### src/rtl/div_radix2_core_pkg.sv
// Shared definitions for the radix-2 restoring divider: FSM encodings,
// the divide-by-zero quotient fill bit and the HI/LO result field split.
package div_radix2_core_pkg;

   typedef enum logic [1:0] {
      DIV_IDLE = 2'd0,
      DIV_BUSY = 2'd1,
      DIV_DONE = 2'd2
   } div_state_e;

   // Divide by zero reports an all-ones quotient and passes the dividend through as remainder.
   localparam logic DIV_ZERO_Q_BIT = 1'b1;

   // result = {HI, LO}: HI = result[2W-1:W] is the remainder, LO = result[W-1:0] is the quotient.
   localparam int DIV_HI_FIELD = 1;
   localparam int DIV_LO_FIELD = 0;

endpackage

### src/rtl/div_radix2_core_div_step.sv
// One restoring-division iteration: shift {rem, dvd} left, trial-subtract the
// divisor and shift the resulting quotient bit into the low end of dvd.
module div_step #(
   parameter int WIDTH = 32
) (
   input  logic [WIDTH-1:0] i_rem,
   input  logic [WIDTH-1:0] i_dvd,
   input  logic [WIDTH-1:0] i_dsr,
   output logic [WIDTH-1:0] o_rem,
   output logic [WIDTH-1:0] o_dvd,
   output logic             o_q_bit
);

   logic [WIDTH:0] w_shift;
   logic [WIDTH:0] w_diff;

   // The extra top bit keeps the borrow visible: rem < dsr, so the shifted value fits in WIDTH+1 bits.
   assign w_shift = {i_rem, i_dvd[WIDTH-1]};
   assign w_diff  = w_shift - {1'b0, i_dsr};
   assign o_q_bit = ~w_diff[WIDTH];
   assign o_rem   = o_q_bit ? w_diff[WIDTH-1:0] : w_shift[WIDTH-1:0];
   assign o_dvd   = {i_dvd[WIDTH-2:0], o_q_bit};

endmodule

### src/rtl/div_radix2_core.sv
// Multi-cycle radix-2 restoring divider answering the EX-stage start/annul/ready handshake.
// Optional DIV_EARLY_OUT_EN: finish in one cycle when |dividend| < |divisor|.
//
// Handshake: the controller raises start with operands and holds it; the core
// raises ready with result = {remainder, quotient} and holds both until start
// drops or annul is seen. annul always wins and abandons any work in progress.
module div_radix2_core
   import div_radix2_core_pkg::*;
#(
   parameter int WIDTH = 32,
   parameter int CNT_W = 6
) (
   input  logic                 clk,
   input  logic                 resetn,
   input  logic                 signed_div,
   input  logic [WIDTH-1:0]     opdata1,
   input  logic [WIDTH-1:0]     opdata2,
   input  logic                 start,
   input  logic                 annul,
   output logic [2*WIDTH-1:0]   result,
   output logic                 ready,
   output div_state_e           dbg_state
);

   localparam logic [CNT_W-1:0] LAST_CNT = CNT_W'(WIDTH-1);

   div_state_e         r_state;
   logic [CNT_W-1:0]   r_cnt;
   logic [WIDTH-1:0]   r_rem;
   logic [WIDTH-1:0]   r_dvd;
   logic [WIDTH-1:0]   r_dsr;
   logic               r_sign_q;
   logic               r_sign_r;
   logic [2*WIDTH-1:0] r_result;
   logic               r_ready;

   logic               w_neg_a;
   logic               w_neg_b;
   logic [WIDTH-1:0]   w_abs_a;
   logic [WIDTH-1:0]   w_abs_b;
   logic [WIDTH-1:0]   w_rem_n;
   logic [WIDTH-1:0]   w_dvd_n;
   logic               w_q_bit;
   logic [WIDTH-1:0]   w_q_final;

   assign w_neg_a = signed_div & opdata1[WIDTH-1];
   assign w_neg_b = signed_div & opdata2[WIDTH-1];
   assign w_abs_a = w_neg_a ? -opdata1 : opdata1;
   assign w_abs_b = w_neg_b ? -opdata2 : opdata2;

   div_step #(.WIDTH(WIDTH)) u_div_step (
      .i_rem   (r_rem),
      .i_dvd   (r_dvd),
      .i_dsr   (r_dsr),
      .o_rem   (w_rem_n),
      .o_dvd   (w_dvd_n),
      .o_q_bit (w_q_bit)
   );

   assign w_q_final = {r_dvd[WIDTH-2:0], w_q_bit};

   always_ff @(posedge clk or negedge resetn) begin
      if (!resetn) begin
         r_state  <= DIV_IDLE;
         r_cnt    <= '0;
         r_rem    <= '0;
         r_dvd    <= '0;
         r_dsr    <= '0;
         r_sign_q <= 1'b0;
         r_sign_r <= 1'b0;
         r_result <= '0;
         r_ready  <= 1'b0;
      end else begin
         case (r_state)
            DIV_IDLE: begin
               r_ready <= 1'b0;
               if (!annul && start) begin
                  if (opdata2 == '0) begin
                     r_result <= {opdata1, {WIDTH{DIV_ZERO_Q_BIT}}};
                     r_state  <= DIV_DONE;
                  end
`ifdef DIV_EARLY_OUT_EN
                  else if (w_abs_a < w_abs_b) begin
                     r_result <= {opdata1, {WIDTH{1'b0}}};
                     r_state  <= DIV_DONE;
                  end
`endif
                  else begin
                     r_rem    <= '0;
                     r_dvd    <= w_abs_a;
                     r_dsr    <= w_abs_b;
                     r_sign_q <= w_neg_a ^ w_neg_b;
                     r_sign_r <= w_neg_a;
                     r_cnt    <= '0;
                     r_state  <= DIV_BUSY;
                  end
               end
            end
            DIV_BUSY: begin
               if (annul) begin
                  r_state <= DIV_IDLE;
               end else begin
                  r_rem <= w_rem_n;
                  r_dvd <= w_dvd_n;
                  r_cnt <= r_cnt + 1'b1;
                  if (r_cnt == LAST_CNT) begin
                     r_result <= {(r_sign_r ? -w_rem_n : w_rem_n),
                                  (r_sign_q ? -w_q_final : w_q_final)};
                     r_state  <= DIV_DONE;
                  end
               end
            end
            DIV_DONE: begin
               // A start still held here belongs to the finished request and must not restart.
               if (annul || !start) begin
                  r_ready <= 1'b0;
                  r_state <= DIV_IDLE;
               end else begin
                  r_ready <= 1'b1;
               end
            end
            default: begin
               r_ready <= 1'b0;
               r_state <= DIV_IDLE;
            end
         endcase
      end
   end

   assign result    = r_result;
   assign ready     = r_ready;
   assign dbg_state = r_state;

endmodule

### config.mk
export PLATFORM = sky130hd
export DESIGN_NAME = div_radix2_core
export DESIGN_NICKNAME = d
export VERILOG_FILES = /design/src/rtl/div_radix2_core_pkg.sv /design/src/rtl/div_radix2_core_div_step.sv /design/src/rtl/div_radix2_core.sv
export SDC_FILE = /design/constraint.sdc
export NUM_CORES = 1
export LEC_CHECK = 0
export CAP_MARGIN = 25
export CORE_ASPECT_RATIO = 0.8
export CORE_MARGIN = 1.5
export CORE_UTILIZATION = 52
export DETAILED_ROUTE_END_ITERATION = 12
export GPL_TIMING_DRIVEN = 0
export PLACE_DENSITY = 0.86
export SYNTH_ARGS = -nofsm -noshare
export SYNTH_HDL_FRONTEND = slang
export SYNTH_HIERARCHICAL = 1
export SYNTH_SLANG_ARGS = --single-unit
### constraint.sdc
create_clock -name clk -period 14.7 [get_ports clk]
set_input_delay 2.94 -clock clk [delete_from_list [all_inputs] [get_ports clk]]
set_output_delay 2.94 -clock clk [all_outputs]
set_load 0.005 [all_outputs]
# Word level (Yosys, flattened, before mapping)
# Cells that the tools add are included.
dict set report word_totals {
  output_inout_bits 67
  inputBits 69
  ff_bits 171
}
dict set report classes {
  n_reduce_logical 11
  add_sub_neg 6
  bitwise 5
  muxes 30
  eq_ne 10
}
# operator n
set ops {}
lappend ops {{32-bit 2-to-1 mux} 11}
lappend ops {{64-bit 2-to-1 mux} 4}
lappend ops {{32-bit negation} 4}
lappend ops {{32-bit one-hot mux with 2 select lines} 2}
lappend ops {{64-bit one-hot mux with 2 select lines} 1}
lappend ops {{33-bit by 32-bit subtractor with 33-bit output} 1}
lappend ops {{32-bit zero test} 1}
lappend ops {{6-bit 2-to-1 mux} 3}
lappend ops {{2-bit != test (second input constant)} 6}
lappend ops {{6-bit one-hot mux with 2 select lines} 1}
lappend ops {{2-bit 2-to-1 mux} 5}
lappend ops {{6-bit by 1-bit adder with 6-bit output (second input constant)} 1}
lappend ops {{6-bit by 5-bit equality test with 1-bit output (second input constant)} 1}
lappend ops {{2-bit one-hot mux with 3 select lines} 1}
lappend ops {{3-bit AND reduction} 2}
lappend ops {{5-bit AND reduction} 1}
lappend ops {{4-bit AND reduction} 1}
lappend ops {{3-bit != test (second input constant)} 1}
lappend ops {{1-bit bitwise AND} 2}
lappend ops {{2-bit by 1-bit equality test with 1-bit output (second input constant)} 1}
lappend ops {{2-bit equality test (second input constant)} 1}
lappend ops {{1-bit zero test} 2}
lappend ops {{2-bit zero test} 1}
lappend ops {{1-bit NOT} 2}
lappend ops {{6 further kinds} 6}

# Depth between registers and ports, before layout
dict set report depth {
  depth_word 7
  depth_mapped 23
  mapped_depth_nobuf 20
}

# Hierarchy
# The synthesis kept the hierarchy.
# module seq_area_each_um2 n_inst cells_each area_each_um2
set by_module_without_submodules {}
lappend by_module_without_submodules {div_radix2_core 4279.1 1 1120 9686.8}
lappend by_module_without_submodules {div_step 0.0 1 337 2598.7}

# Least setup slack after synthesis
# Ideal clock, no wire load.
dict set report synth_timing {
  path_kind {input port to flip-flop}
  startpoint {input port opdata2[0]}
  endpoint {register r_rem[1]}
  path_slack_ns 9.551
  t_arrival_ns 5.054
  setup_time_ns 0.096
  cell_stages 11
  t_required_ns 14.604
  path_buffers 3
  cell_sequence {inv_1 ha_1 or4b_1 or4_4 nor4b_4 or2_0 buf_2 buf_6 buf_6 nand2_1 o31ai_1}
}
dict set report synth_between {
  elab_chain_cells 3
}
# item line_no
set synth_rtl {}
lappend synth_rtl {{start: declaration} div_radix2_core.sv:17} ;# input logic [WIDTH-1:0] opdata2,
lappend synth_rtl {{32-bit zero test} div_radix2_core.sv:78} ;# if (opdata2 == '0) begin
lappend synth_rtl {{2-bit != test (no source line)} --}
lappend synth_rtl {{4-bit AND reduction (no source line)} --}
lappend synth_rtl {{end signal: assignment} div_radix2_core.sv:103} ;# r_rem <= w_rem_n;
lappend synth_rtl {{end: declaration} div_radix2_core.sv:29} ;# logic [WIDTH-1:0] r_rem;
# No other way between the ends.
# A chain may end at the register's enable or synchronous reset.

# Worst setup path after layout
dict set report layout_timing {
  startpoint {register r_dvd[31]}
  endpoint {register r_result[61], in the netlist result[61]}
}
dict set report layout_between {
  elab_chain_cells 7
}
# item line_no
set layout_rtl {}
lappend layout_rtl {{start: declaration} div_radix2_core.sv:30} ;# logic [WIDTH-1:0] r_dvd;
lappend layout_rtl {{start signal: assignment} div_radix2_core.sv:90} ;# r_dvd <= w_abs_a;
lappend layout_rtl {{start signal: assignment} div_radix2_core.sv:104} ;# r_dvd <= w_dvd_n;
lappend layout_rtl {{33-bit by 32-bit subtractor with 33-bit output} div_radix2_core_div_step.sv:19} ;# assign w_diff = w_shift - {1'b0, i_dsr};
lappend layout_rtl {{32-bit 2-to-1 mux} div_radix2_core_div_step.sv:21} ;# assign o_rem = o_q_bit ? w_diff[WIDTH-1:0] : w_shift[WIDTH-1:0];
lappend layout_rtl {{net w_rem_n[19]} div_radix2_core.sv:41} ;# logic [WIDTH-1:0] w_rem_n;
lappend layout_rtl {{32-bit negation} div_radix2_core.sv:107} ;# r_result <= {(r_sign_r ? -w_rem_n : w_rem_n),
lappend layout_rtl {{32-bit 2-to-1 mux} div_radix2_core.sv:107}
lappend layout_rtl {{64-bit 2-to-1 mux} div_radix2_core.sv:106} ;# if (r_cnt == LAST_CNT) begin
lappend layout_rtl {{64-bit 2-to-1 mux} div_radix2_core.sv:100} ;# if (annul) begin
lappend layout_rtl {{64-bit one-hot mux with 2 select lines} div_radix2_core.sv:74} ;# case (r_state)
lappend layout_rtl {{end signal: assignment} div_radix2_core.sv:79} ;# r_result <= {opdata1, {WIDTH{DIV_ZERO_Q_BIT}}};
lappend layout_rtl {{end signal: assignment} div_radix2_core.sv:107}
lappend layout_rtl {{end: declaration} div_radix2_core.sv:34} ;# logic [2*WIDTH-1:0] r_result;
# The timed path passes the listed nets, and every way through them passes these cells. The select of a mux whose other input is x is not followed.

==> summary.txt <==
Status
  – Status: completed

Yosys
  – Synth Instances: 1457
  – Post-synthesis adder-cell area fraction: under 10%
  – Post-Syn Area: approximately 12000 µm²
  – Cells taking the most area after synthesis: dfrtp_1 35%, nand2_1 5.2%, xnor2_1 5.2%
  – Multiplexer share of the synthesized area: under 10%
  – Area share of the largest cell type after synthesis: 34.8%
  – Xor/xnor cell area share of the yosys netlist: 9.98%
  – Largest family of logic cells by synthesized area: compound AO/OA/AOI/OAI gates
  – Area leader, netlist: dfrtp_1
  – Library cells used by synthesis: 85
  – Post-synthesis register bit count: approximately 170
  – Ys Warns: 6
  – EDFF count, synth: 0
  – Commonest cells post-synth: 171 x dfrtp_1, 171 x nand2_1, 124 x nor2_1
  – Syn avg cell area: 8.43 µm²
  – Area share of and/or/nand/nor cells after synthesis: around 18%
  – Synth Net Count: around 1600
  – Post-synth ARST share: 100%
  – Register area share after synthesis: between 30% and 40%
  – Prevailing post-synth register cell: dfrtp_1
  – Compound-cell area share of the yosys netlist: 21.5%

Drt
  – Post-DRT Antenna Nets: 0
  – Routed WL: just under 40000 µm
  – DR vias: between 10000 and 15000
  – Starting DRT DRC Count: between 1500 and 2000
  – WL/cell: 20.2 µm
  – Vias per inst: roughly 6.3
  – DR pass1 iterations: 6
  – DRC errors left: 0

Floorplanning
  – Ports: ~140
  – Area of the core: around 23000 µm²
  – Die Span X: 175 µm
  – Die area: around 25000 µm²
  – Die Span Y: between 100 and 150 µm
  – Row cnt: 50
  – Effective utilization at floorplan: a little over half

Setup path
  – Critical path cell sequence: inv_1 -> ha_1 -> fa_1 -> and2b_1 -> o2111ai_2 -> a21oi_2 -> o2111ai_1 -> a211oi_2 -> nor2_4 -> mux2i_4 -> and2_4 -> buf_12 -> inv_8 -> buf_12 -> mux2_4 -> or4_1 -> nand2b_1 -> nor3_1 -> nor3_1 -> a211oi_1 -> a21oi_1
  – Worst EP arrival: between 6 and 7 ns
  – Worst reg2reg path depth: 21
  – Worst setup SP type: flop
  – Crit-path slowest cell: nor3_1
  – Launching point of the worst reg2reg path: r_dvd[31]
  – Crit Path Class: reg2reg
  – CP Max Fanout: 10
  – Kind of end point of the critical path: flop
  – Worst path max stage delay: 0.78 ns
  – Worst R2R Setup Slack: 8.49 ns
  – Worst flop-to-flop path endpoint: result[61]
  – CP required: 15.00 ns

Timing
  – Min cycle time layout: ~6.2 ns
  – Hold Violations, Final: 0
  – Fmax achieved: between 150 and 200 MHz
  – Worst relative slew slack: 27.8%
  – Slew Limit Fails: 0
  – Final period util: between 40% and 50%
  – Finish-stage setup viols: 0
  – RSZ-0062 raised after global routing: false
  – Worst slew pin tran: 1.08 ns
  – Final TNS setup: 0 ns
  – Final Skew: about 0.014 ns

Clock network
  – Post-CTS setup buffer count: 0
  – Inserted Clock Buffers: 17
  – Clk_lat worst skew: ~0.44 ns
  – H-tree depth: 4
  – Post-CTS resize count: 0
  – Clock Path Buffers: 2
  – Clock transition at the registers of the reported paths: around 0.070 ns
  – CTS tree: done
  – Clock Sinks: about 170
  – Root Driver: clkbuf_16
  – # hold bufs at CTS: 0

Layout
  – Syn-to-layout area delta: 19.3%
  – Fin nets: 1720
  – Share of cells above drive strength 1: under 10%

Pwr
  – Pwr Total: 2.66 mW
  – Power density over the cells: between 150 and 200 nW/µm²
  – P_leak: between 6 and 7 nW
  – Maximum VDD drop: ~0.00014 V

Placement
  – HPWL Detailed: roughly 30000 µm
  – Gpl congestion: about 0.99
  – PortBufs: 135

Global route
  – GR Util met3: 10.3%
  – Total GRT Usage: 32.2%
  – Vias in the first global route: approximately 12000
  – Met1 GRT Util: 44.4%
  – Met2 Use GR: 48.5%
  – Most heavily used metal layer in global routing: met2
  – Grt ovf: 0
  – Largest net degree at the start of global routing: a little under 100
  – Initial antenna violation count: 1
  – First-pass GRT wire length: ~62000 µm

Hold path
  – Hold WC Path Type: reg2reg
  – Hold Crit Endpoint: r_dsr[6]
  – Hold Path Origin: r_dsr[6]
  – Hold Path Cell Cnt: 2

Flow run
  – Max_cap viols: 0
-- cells in the final DEF, fill, tap and decap left out, drive strengths merged, types with 12 or more instances in the layout --
cell type,Yosys,routed
ha,37,37
xor2,67,67
clkbuf,46,63
xnor2,73,73
o31ai,31,31
inv,46,51
buf,61,64
nand3,27,27
nor4,13,13
nand2,171,171
or3,18,18
clkdlybuf4s50,1,135
or4,12,12
o21ai,158,158
a31oi,37,37
nor2,126,126
a21o,20,20
o41ai,17,17
nor3,34,34
o22ai,16,16
mux2i,17,17
mux2,25,25
a21oi,100,100
dfrtp,171,171
-- worst max-delay path: cells and delay by family, from the launching register on --
family	cells	cell delay, ns
fa+ha+maj	2	0.65
flops	1	0.42
simple gates	7	2.38
compound gates	6	1.43
buf+inv	4	0.42
mux	2	0.76
-- layer usage --
metal / vias up / wire (µm) / part of all wire, %
li1: 5490 / - / -
met1: 5833 / 16500 / 42
met2: 707 / 16900 / 43
met3: 116 / 4710 / 12
met4: 0 / 1130 / 2.9
met5: - / 0 / 0
-- logic make-up (layout without fill, tap and decap cells) --
| kind of cell | count (synthesis) | count (layout) |
|---|---|---|
| simple gates | 475 | 475 |
| compound gates | 436 | 436 |
| flops | 171 | 171 |
| buf+inv | 155 | 324 |
| xor+xnor | 140 | 140 |
| mux | 42 | 42 |
| fa+ha+maj | 38 | 38 |
| other cells | 0 | 1 |
-- worst max-delay path by stage --
stage	endpoint	cells after the start	slack [ns]	start
2_1_floorplan	r_rem[1]	11	9.55	opdata2[0]
5_1_grt	result[61]	20	8.30	r_dvd[31]
6_report	result[61]	21	8.49	r_dvd[31]
4_1_cts	result[61]	21	8.69	r_dvd[31]
3_3_place_gp	r_rem[7]	1	3.76	resetn
3_5_place_dp	r_sign_q	9	8.26	opdata2[8]
-- flip-flops by register name, summed over array words and instances, names as in the netlist --
register	count
dbg_state	2
r_cnt	6
r_dsr	32
r_dvd	32
r_rem	32
r_sign_q	1
r_sign_r	1
ready	1
result	64
-- stage by stage --
stage / utilization [%] / cells / hold slack (ns) / setup WS (ns) / area [µm²]
3_5_place_dp: 60.4 / 1905 / 0.470 / 8.26 / 14100
6_report: 63.0 / 1939 / 0.477 / 8.49 / 14700
3_3_place_gp: 60.3 / 1904 / 0.457 / 3.76 / 14000
2_1_floorplan: - / 1457 / 0.439 / 9.55 / 12300
5_1_grt: 63.0 / 1938 / 0.500 / 8.30 / 14700
4_1_cts: 62.9 / 1937 / 0.486 / 8.69 / 14600
-- layout make-up --
| class | count | area [µm²] |
|---|---|---|
| clock inverters | 15 | 164 |
| flip-flops and latches | 171 | 4280 |
| clock buffers | 17 | 425 |
| inverters | 46 | 180 |
| multi-input cells | 1131 | 7150 |
| well taps | 312 | 390 |
| plain buffers | 109 | 678 |
| diodes | 1 | 2.50 |
| repair buffers | 137 | 1390 |
| fillers | 1960 | 8620 |
-- report_power, final --
part           internal, mW  total [mW]  switching (mW)
Combinational         0.642        1.58           0.937
Clock                 0.254       0.464           0.211
Sequential            0.539       0.615          0.0762
Total                  1.44        2.66            1.22
Power figures use the tool's default switching activity.
